===== config.mk =====
export PLATFORM = sky130hd
export DESIGN_NAME = tic_tac_toe_auto_player_flat
export DESIGN_NICKNAME = d
export VERILOG_FILES = /design/src/rtl/tic_tac_toe_auto_player_if.sv /design/src/rtl/tic_tac_toe_auto_player.sv /design/src/flat_wrapper.sv
export SDC_FILE = /design/constraint.sdc
export NUM_CORES = 1
export LEC_CHECK = 0
export CAP_MARGIN = 20
export CORE_UTILIZATION = 35
export DETAILED_ROUTE_END_ITERATION = 7
export HOLD_SLACK_MARGIN = 0.03
export PLACE_DENSITY_LB_ADDON = 0.1
export SETUP_SLACK_MARGIN = 0.5
export SKIP_CTS_REPAIR_TIMING = 1
export SYNTH_ARGS = -nofsm -noshare
export SYNTH_HDL_FRONTEND = slang
export SYNTH_SLANG_ARGS = --single-unit

===== constraint.sdc =====
create_clock -name clk -period 3.78 [get_ports clk]
set_input_delay 0.378 -clock clk [delete_from_list [all_inputs] [get_ports clk]]
set_output_delay 0.378 -clock clk [all_outputs]
set_load 0.05 [all_outputs]

===== src/rtl/tic_tac_toe_auto_player_if.sv =====
// Button/LED link between the tic_tac_toe game (master) and the auto player (slave).
// Handshake: one move = trigger in IDLE, one-hot press[] held for a fixed pulse, then my_turn falling acks it.
interface tic_tac_toe_auto_player_if;
  logic        comp_button;
  logic        my_turn;
  logic        game_over;
  logic [17:0] cells;
  logic [8:0]  press;
  logic        busy;
  logic        no_move;
  logic        ack_timeout;
  logic [3:0]  last_cell;
  logic [2:0]  state_dbg;

  modport master (
    output comp_button, my_turn, game_over, cells,
    input  press, busy, no_move, ack_timeout, last_cell, state_dbg
  );

  modport slave (
    input  comp_button, my_turn, game_over, cells,
    output press, busy, no_move, ack_timeout, last_cell, state_dbg
  );
endinterface


===== src/rtl/tic_tac_toe_auto_player.sv =====
// Computer opponent: snapshots the board, scans for a win, then a block, then a preferred
// cell, and drives a one-hot button pulse back into the game.
module tic_tac_toe_auto_player #(
  parameter int          PULSE_CYCLES = 4,
  parameter int          ACK_TIMEOUT  = 16,
  parameter logic [1:0]  ME           = 2'b10,
  parameter logic [1:0]  OPP          = 2'b01,
  parameter int          AUTO_PLAY    = 0
) (
  input logic                          clk,
  input logic                          reset,
  tic_tac_toe_auto_player_if.slave     io
);
  typedef enum logic [2:0] {
    S_IDLE, S_SNAP, S_WIN, S_BLOCK, S_PREF, S_PRESS, S_WAIT_ACK
  } state_t;

  localparam logic [15:0] PULSE_LAST = 16'(PULSE_CYCLES - 1);
  localparam logic [15:0] ACK_LAST   = 16'(ACK_TIMEOUT - 1);
  // Centre first, then corners, then edges; lowest index in this list wins.
  localparam logic [3:0] PREF_ORDER [9] = '{4'd4, 4'd0, 4'd2, 4'd6, 4'd8, 4'd1, 4'd3, 4'd5, 4'd7};

  state_t      state_q, state_d;
  logic [2:0]  k_q, k_d;
  logic [15:0] cnt_q, cnt_d;
  logic [17:0] snap_q, snap_d;
  logic [8:0]  press_q, press_d;
  logic [3:0]  last_q, last_d;
  logic        busy_q, busy_d;
  logic        no_move_q, no_move_d;
  logic        ack_q, ack_d;
  logic        btn_q, btn_d;

  logic [1:0]  sc [9];
  logic [3:0]  la, lb, lc;
  logic [1:0]  tgt;
  logic        hit, pref_ok, go_press, abort, trigger;
  logic [3:0]  hit_cell, pref_cell, cell_sel;

  always_comb begin
    for (int i = 0; i < 9; i++) sc[i] = snap_q[2*i +: 2];
  end

  always_comb begin
    la = 4'd0; lb = 4'd1; lc = 4'd2;
    case (k_q)
      3'd0: begin la = 4'd0; lb = 4'd1; lc = 4'd2; end
      3'd1: begin la = 4'd3; lb = 4'd4; lc = 4'd5; end
      3'd2: begin la = 4'd6; lb = 4'd7; lc = 4'd8; end
      3'd3: begin la = 4'd0; lb = 4'd3; lc = 4'd6; end
      3'd4: begin la = 4'd1; lb = 4'd4; lc = 4'd7; end
      3'd5: begin la = 4'd2; lb = 4'd5; lc = 4'd8; end
      3'd6: begin la = 4'd0; lb = 4'd4; lc = 4'd8; end
      default: begin la = 4'd2; lb = 4'd4; lc = 4'd6; end
    endcase
  end

  always_comb begin
    tgt      = (state_q == S_WIN) ? ME : OPP;
    hit      = 1'b0;
    hit_cell = 4'd0;
    if (sc[la] == tgt && sc[lb] == tgt && sc[lc] == 2'b00) begin
      hit = 1'b1; hit_cell = lc;
    end else if (sc[la] == tgt && sc[lc] == tgt && sc[lb] == 2'b00) begin
      hit = 1'b1; hit_cell = lb;
    end else if (sc[lb] == tgt && sc[lc] == tgt && sc[la] == 2'b00) begin
      hit = 1'b1; hit_cell = la;
    end
    pref_ok   = 1'b0;
    pref_cell = 4'd0;
    for (int i = 8; i >= 0; i--) begin
      if (sc[PREF_ORDER[i]] == 2'b00) begin
        pref_ok   = 1'b1;
        pref_cell = PREF_ORDER[i];
      end
    end
  end

  assign abort   = ~io.my_turn | io.game_over;
  assign trigger = io.my_turn & ~io.game_over &
                   ((AUTO_PLAY != 0) ? 1'b1 : (io.comp_button & ~btn_q));

  always_comb begin
    state_d   = state_q;
    k_d       = k_q;
    cnt_d     = cnt_q;
    snap_d    = snap_q;
    press_d   = press_q;
    last_d    = last_q;
    no_move_d = 1'b0;
    ack_d     = 1'b0;
    btn_d     = io.comp_button;
    go_press  = 1'b0;
    cell_sel  = 4'd0;
    case (state_q)
      S_IDLE: if (trigger) state_d = S_SNAP;
      S_SNAP: begin
        if (abort) state_d = S_IDLE;
        else begin
          snap_d  = io.cells;
          k_d     = 3'd0;
          state_d = S_WIN;
        end
      end
      S_WIN, S_BLOCK: begin
        if (abort) state_d = S_IDLE;
        else if (hit) begin
          go_press = 1'b1;
          cell_sel = hit_cell;
        end else if (k_q == 3'd7) begin
          k_d     = 3'd0;
          state_d = (state_q == S_WIN) ? S_BLOCK : S_PREF;
        end else k_d = k_q + 3'd1;
      end
      S_PREF: begin
        if (abort) state_d = S_IDLE;
        else if (pref_ok) begin
          go_press = 1'b1;
          cell_sel = pref_cell;
        end else begin
          no_move_d = 1'b1;
          state_d   = S_IDLE;
        end
      end
      S_PRESS: begin
        // The pulse always runs to completion, whatever my_turn does meanwhile.
        if (cnt_q == PULSE_LAST) begin
          press_d = 9'd0;
          cnt_d   = 16'd0;
          state_d = S_WAIT_ACK;
        end else cnt_d = cnt_q + 16'd1;
      end
      S_WAIT_ACK: begin
        if (!io.my_turn) state_d = S_IDLE;
        else if (cnt_q == ACK_LAST) begin
          ack_d   = 1'b1;
          state_d = S_IDLE;
        end else cnt_d = cnt_q + 16'd1;
      end
      default: state_d = S_IDLE;
    endcase
    if (go_press) begin
      press_d = 9'b1 << cell_sel;
      last_d  = cell_sel;
      cnt_d   = 16'd0;
      state_d = S_PRESS;
    end
    busy_d = (state_d != S_IDLE);
  end

  always_ff @(posedge clk or posedge reset) begin
    if (reset) begin
      state_q   <= S_IDLE;
      k_q       <= 3'd0;
      cnt_q     <= 16'd0;
      snap_q    <= 18'd0;
      press_q   <= 9'd0;
      last_q    <= 4'hF;
      busy_q    <= 1'b0;
      no_move_q <= 1'b0;
      ack_q     <= 1'b0;
      btn_q     <= 1'b0;
    end else begin
      state_q   <= state_d;
      k_q       <= k_d;
      cnt_q     <= cnt_d;
      snap_q    <= snap_d;
      press_q   <= press_d;
      last_q    <= last_d;
      busy_q    <= busy_d;
      no_move_q <= no_move_d;
      ack_q     <= ack_d;
      btn_q     <= btn_d;
    end
  end

  assign io.press       = press_q;
  assign io.busy        = busy_q;
  assign io.no_move     = no_move_q;
  assign io.ack_timeout = ack_q;
  assign io.last_cell   = last_q;
  assign io.state_dbg   = state_q;
endmodule

===== src/flat_wrapper.sv =====
// flat-port wrapper written by rule: the top's interface ports become plain ports
module tic_tac_toe_auto_player_flat 
#(
  parameter int          PULSE_CYCLES = 4,
  parameter int          ACK_TIMEOUT  = 16,
  parameter logic [1:0]  ME           = 2'b10,
  parameter logic [1:0]  OPP          = 2'b01,
  parameter int          AUTO_PLAY    = 0
)
  (clk, reset, io_comp_button, io_my_turn, io_game_over, io_cells, io_press, io_busy, io_no_move, io_ack_timeout, io_last_cell, io_state_dbg);
  tic_tac_toe_auto_player_if io_i ();
  input logic clk;
  input logic reset;
  input wire logic [$bits(io_i.comp_button)-1:0] io_comp_button;
  input wire logic [$bits(io_i.my_turn)-1:0] io_my_turn;
  input wire logic [$bits(io_i.game_over)-1:0] io_game_over;
  input wire logic [$bits(io_i.cells)-1:0] io_cells;
  output wire logic [$bits(io_i.press)-1:0] io_press;
  output wire logic [$bits(io_i.busy)-1:0] io_busy;
  output wire logic [$bits(io_i.no_move)-1:0] io_no_move;
  output wire logic [$bits(io_i.ack_timeout)-1:0] io_ack_timeout;
  output wire logic [$bits(io_i.last_cell)-1:0] io_last_cell;
  output wire logic [$bits(io_i.state_dbg)-1:0] io_state_dbg;
  assign io_i.comp_button = io_comp_button;
  assign io_i.my_turn = io_my_turn;
  assign io_i.game_over = io_game_over;
  assign io_i.cells = io_cells;
  assign io_press = io_i.press;
  assign io_busy = io_i.busy;
  assign io_no_move = io_i.no_move;
  assign io_ack_timeout = io_i.ack_timeout;
  assign io_last_cell = io_i.last_cell;
  assign io_state_dbg = io_i.state_dbg;
  tic_tac_toe_auto_player #(.PULSE_CYCLES(PULSE_CYCLES), .ACK_TIMEOUT(ACK_TIMEOUT), .ME(ME), .OPP(OPP), .AUTO_PLAY(AUTO_PLAY)) u_core (.clk(clk), .reset(reset), .io(io_i));
endmodule

==> metrics.yaml <==
status:
  outcome: "completed"
setup_path:
  path_cells: "clkinv_4 -> ha_4 -> or4_4 -> o21ai_4 -> mux4_2 -> nor4b_4 -> nor4_2 -> buf_4 -> buf_6 -> o211ai_1 -> a21o_1 -> or4b_1"
  critPathKind: "flip-flop to flip-flop"
  worstPathMaxFanout: 6
  slowest_delay_ns: 0.52
  cp.depth: 12
  critPathLaunchType: "flip-flop"
  cp.arrival_ns: 3.70
  path_delay_family: "simple AND/OR/NAND/NOR gates"
  crit_required_ns: 3.99
  r2r_start: "u_core.k_q[1]"
  rr_worst_depth: 12
  path_buf_inv: 3
  rrSetupSlack_ns: 0.28
  r2r_end: "u_core.io.busy"
  cp_slowest_cell: "or4_4"
  critPathCaptureType: "flip-flop"
run:
  cap_violations: 0
timing:
  grt_setup_unrepaired: "true"
  worst_pin_slew_ns: 0.812
  slew_violations: 0
  hold_ws_ns: 0.434
  period_needed_ns: 3.50
  hold_viol_final: 0
  fmax_mhz: 286
  maxSlewHeadroom_pct: 45.9
  finalClockSkew_ns: 0.0150
  fin_crit_sh_pct: 92.5
  setup_tns_ns: 0
  setup_viol: 0
clock_network:
  path_clk_slew_ns: 0.08
  clk_latency_ns: 0.34
  cts_root_buf: "clkbuf_8"
  cts_sinks: 57
  cts_max_path_buffers: 2
  htreeDepth: 3
  cts_buffers: 9
  cts_tree: "yes"
grt:
  top_usage_layer: "met2"
  grt_overflow: 0
  grt_use_met3_pct: 3.24
  gr-usage-met2_pct: 28.5
  grt_pass1_vias: 3144
  grt_antenna_before_repair: 0
  grt_usage_pct: 19.2
  grt_use_met1_pct: 27.5
  grt_first_pass_wirelength_microns: 16500
  grt_max_degree: 31
synth:
  synthCells: 388
  synth-compound-area-share_pct: 19.7
  synth-edff-count: 0
  yosysTopAreaCell: "dfrtp_1"
  synthDistinctLibCells: 64
  yosys_warnings: 0
  yosys.area_share.adder_pct: 2.36
  synth_top_family_by_area: "simple AND/OR/NAND/NOR gates"
  ys_ff_latch: 57
  synth_xor_area_share_pct: 0.943
  synth_top_cells_by_area: "dfrtp_1 (36%), mux2_2 (7.3%), nor2_1 (3.6%), nand2_1 (3.1%), a21oi_1 (3.0%)"
  synth_top_area_share_pct: 35.7
  ys.flop_type: "dfrtp_1"
  netlist_area_sq_mm: 0.00371
  synth_simple_gate_area_share_pct: 23.0
  yosysSeqAreaShare_pct: 38.5
  synth_common_cells: "dfrtp_1 (53), nor2_1 (36), nand2_1 (31), mux2_2 (24), a21oi_1 (22)"
  synthArstFlopShare_pct: 100
  synth.area.mux_share_pct: 12.5
  syn_area_per_cell_sq_um: 9.57
  syn_nets: 418
  yosysMostFrequentCell: "dfrtp_1"
route:
  drt_iter0_drc: 175
  post_drt_wl_per_cell_microns: 18.0
  drt_wl_total_microns: 11100
  drt_pass1_iterations: 4
  ant_nets: 0
  vias: 3478
  drc: 0
  via_per_inst: 5.66
power_and_ir_drop:
  power_density_mw_per_mm2: 453
  irDropWorstVdd_uv: 170
  cellLeakagePower_nw: 2.09
cells_and_area:
  area_growth_pct: 38.2
  diodes: 0
  nNetsFinal: 503
  drive_gt1_share_pct: 33.5
hold_path:
  worstHoldPathType: "input pin to asynchronous set/reset pin"
die:
  die-area_sq_mm: 0.0110
  fp.dieH_microns: 105
  dieWidth_microns: 105
  io_pins: 42
  core_sq_mm: 0.0103
  rows: 37
  initial_core_util_pct: 36.0
place:
  dpl.hpwl_microns: 7410
  gp_congestion: 0.857
  portBuffers: 41
==> kinds of logic (layout without fill, tap and decap cells) <==
group,count (synthesis),count (layout)
compound gates,101,101
xor+xnor,4,4
fa+ha+maj,7,7
buf+inv,23,113
flops,57,57
mux,36,36
simple gates,160,160
==> worst reg2reg max path, cell delays in order (launching register included) <==
cell,delay (ns)
dfrtp_2,0.43
clkinv_4,0.09
ha_4,0.19
or4_4,0.52
o21ai_4,0.12
mux4_2,0.38
nor4b_4,0.16
nor4_2,0.41
buf_4,0.20
buf_6,0.12
o211ai_1,0.08
a21o_1,0.18
or4b_1,0.50
==> how the worst max path moves through the flow <==
stage / start / to / slack (ns)
after floorplan: u_core.k_q[0] / u_core.io.busy / 0.50
after global placement: u_core.k_q[1] / u_core.io.press[6] / 0.23
after detailed placement: u_core.k_q[1] / u_core.io.press[0] / 0.15
after CTS: u_core.k_q[1] / u_core.io.press[8] / 0.16
after global routing: u_core.k_q[1] / u_core.io.press[0] / 0.21
final: u_core.k_q[1] / u_core.io.busy / 0.28
==> through the flow <==
stage	area (sq um)	setup WS [ns]	power, mW	utilization, %	instances
after floorplan	3730	0.504	1.24	-	388
after global placement	4370	0.226	1.48	42.3	567
after detailed placement	4370	0.145	1.48	42.3	567
after CTS	4540	0.158	2.01	44.0	583
after global routing	5130	0.211	2.43	49.7	614
final	5130	0.285	2.32	49.7	614
==> layout make-up <==
type / count / area (sq um)
fillers: 957 / 5190
multi-input cells: 308 / 2520
flip-flops and latches: 57 / 1440
repair buffers: 89 / 795
well taps: 136 / 170
clock buffers: 10 / 138
clock inverters: 6 / 41.3
inverters: 8 / 35.0
==> power by group <==
part	switching (mW)	internal [mW]
clock network	0.262	0.255
registers	0.0978	0.665
logic	0.536	0.507
==> state kept, by name, summed over array words and instances, names as in the netlist, 3 cells and up <==
name	cells
u_core.cnt_q	16
u_core.io.last_cell	4
u_core.io.press	9
u_core.io.state_dbg	3
u_core.k_q	3
u_core.snap_q	18
==> cell usage in the layout (no fill, tap or decap), types with 4 or more instances in the layout <==
cell type	n
nand2b_1	9
and3_1	10
nor3_1	8
buf_4	41
nand3b_1	8
a31oi_1	4
nand2_1	30
a21o_1	5
clkbuf_8	10
inv_1	5
or2_2	5
o22ai_1	4
nand3_1	12
mux4_2	4
nor4_1	4
nand4_1	5
mux2_2	21
a21oi_1	19
nor2_1	35
a32o_1	4
dfrtp_1	50
dfstp_2	4
mux2i_1	4
buf_6	5
o21ai_0	16
xor2_1	4
clkdlybuf4s50_1	41
==> routing by layer <==
layer  share of wire (%)  routed length [microns]
met5                   0                        0
met4                 1.2                      136
met3                 5.5                      605
met2                  46                     5140
met1                  47                     5190
No activity file was read; power rests on OpenSTA's default activity.
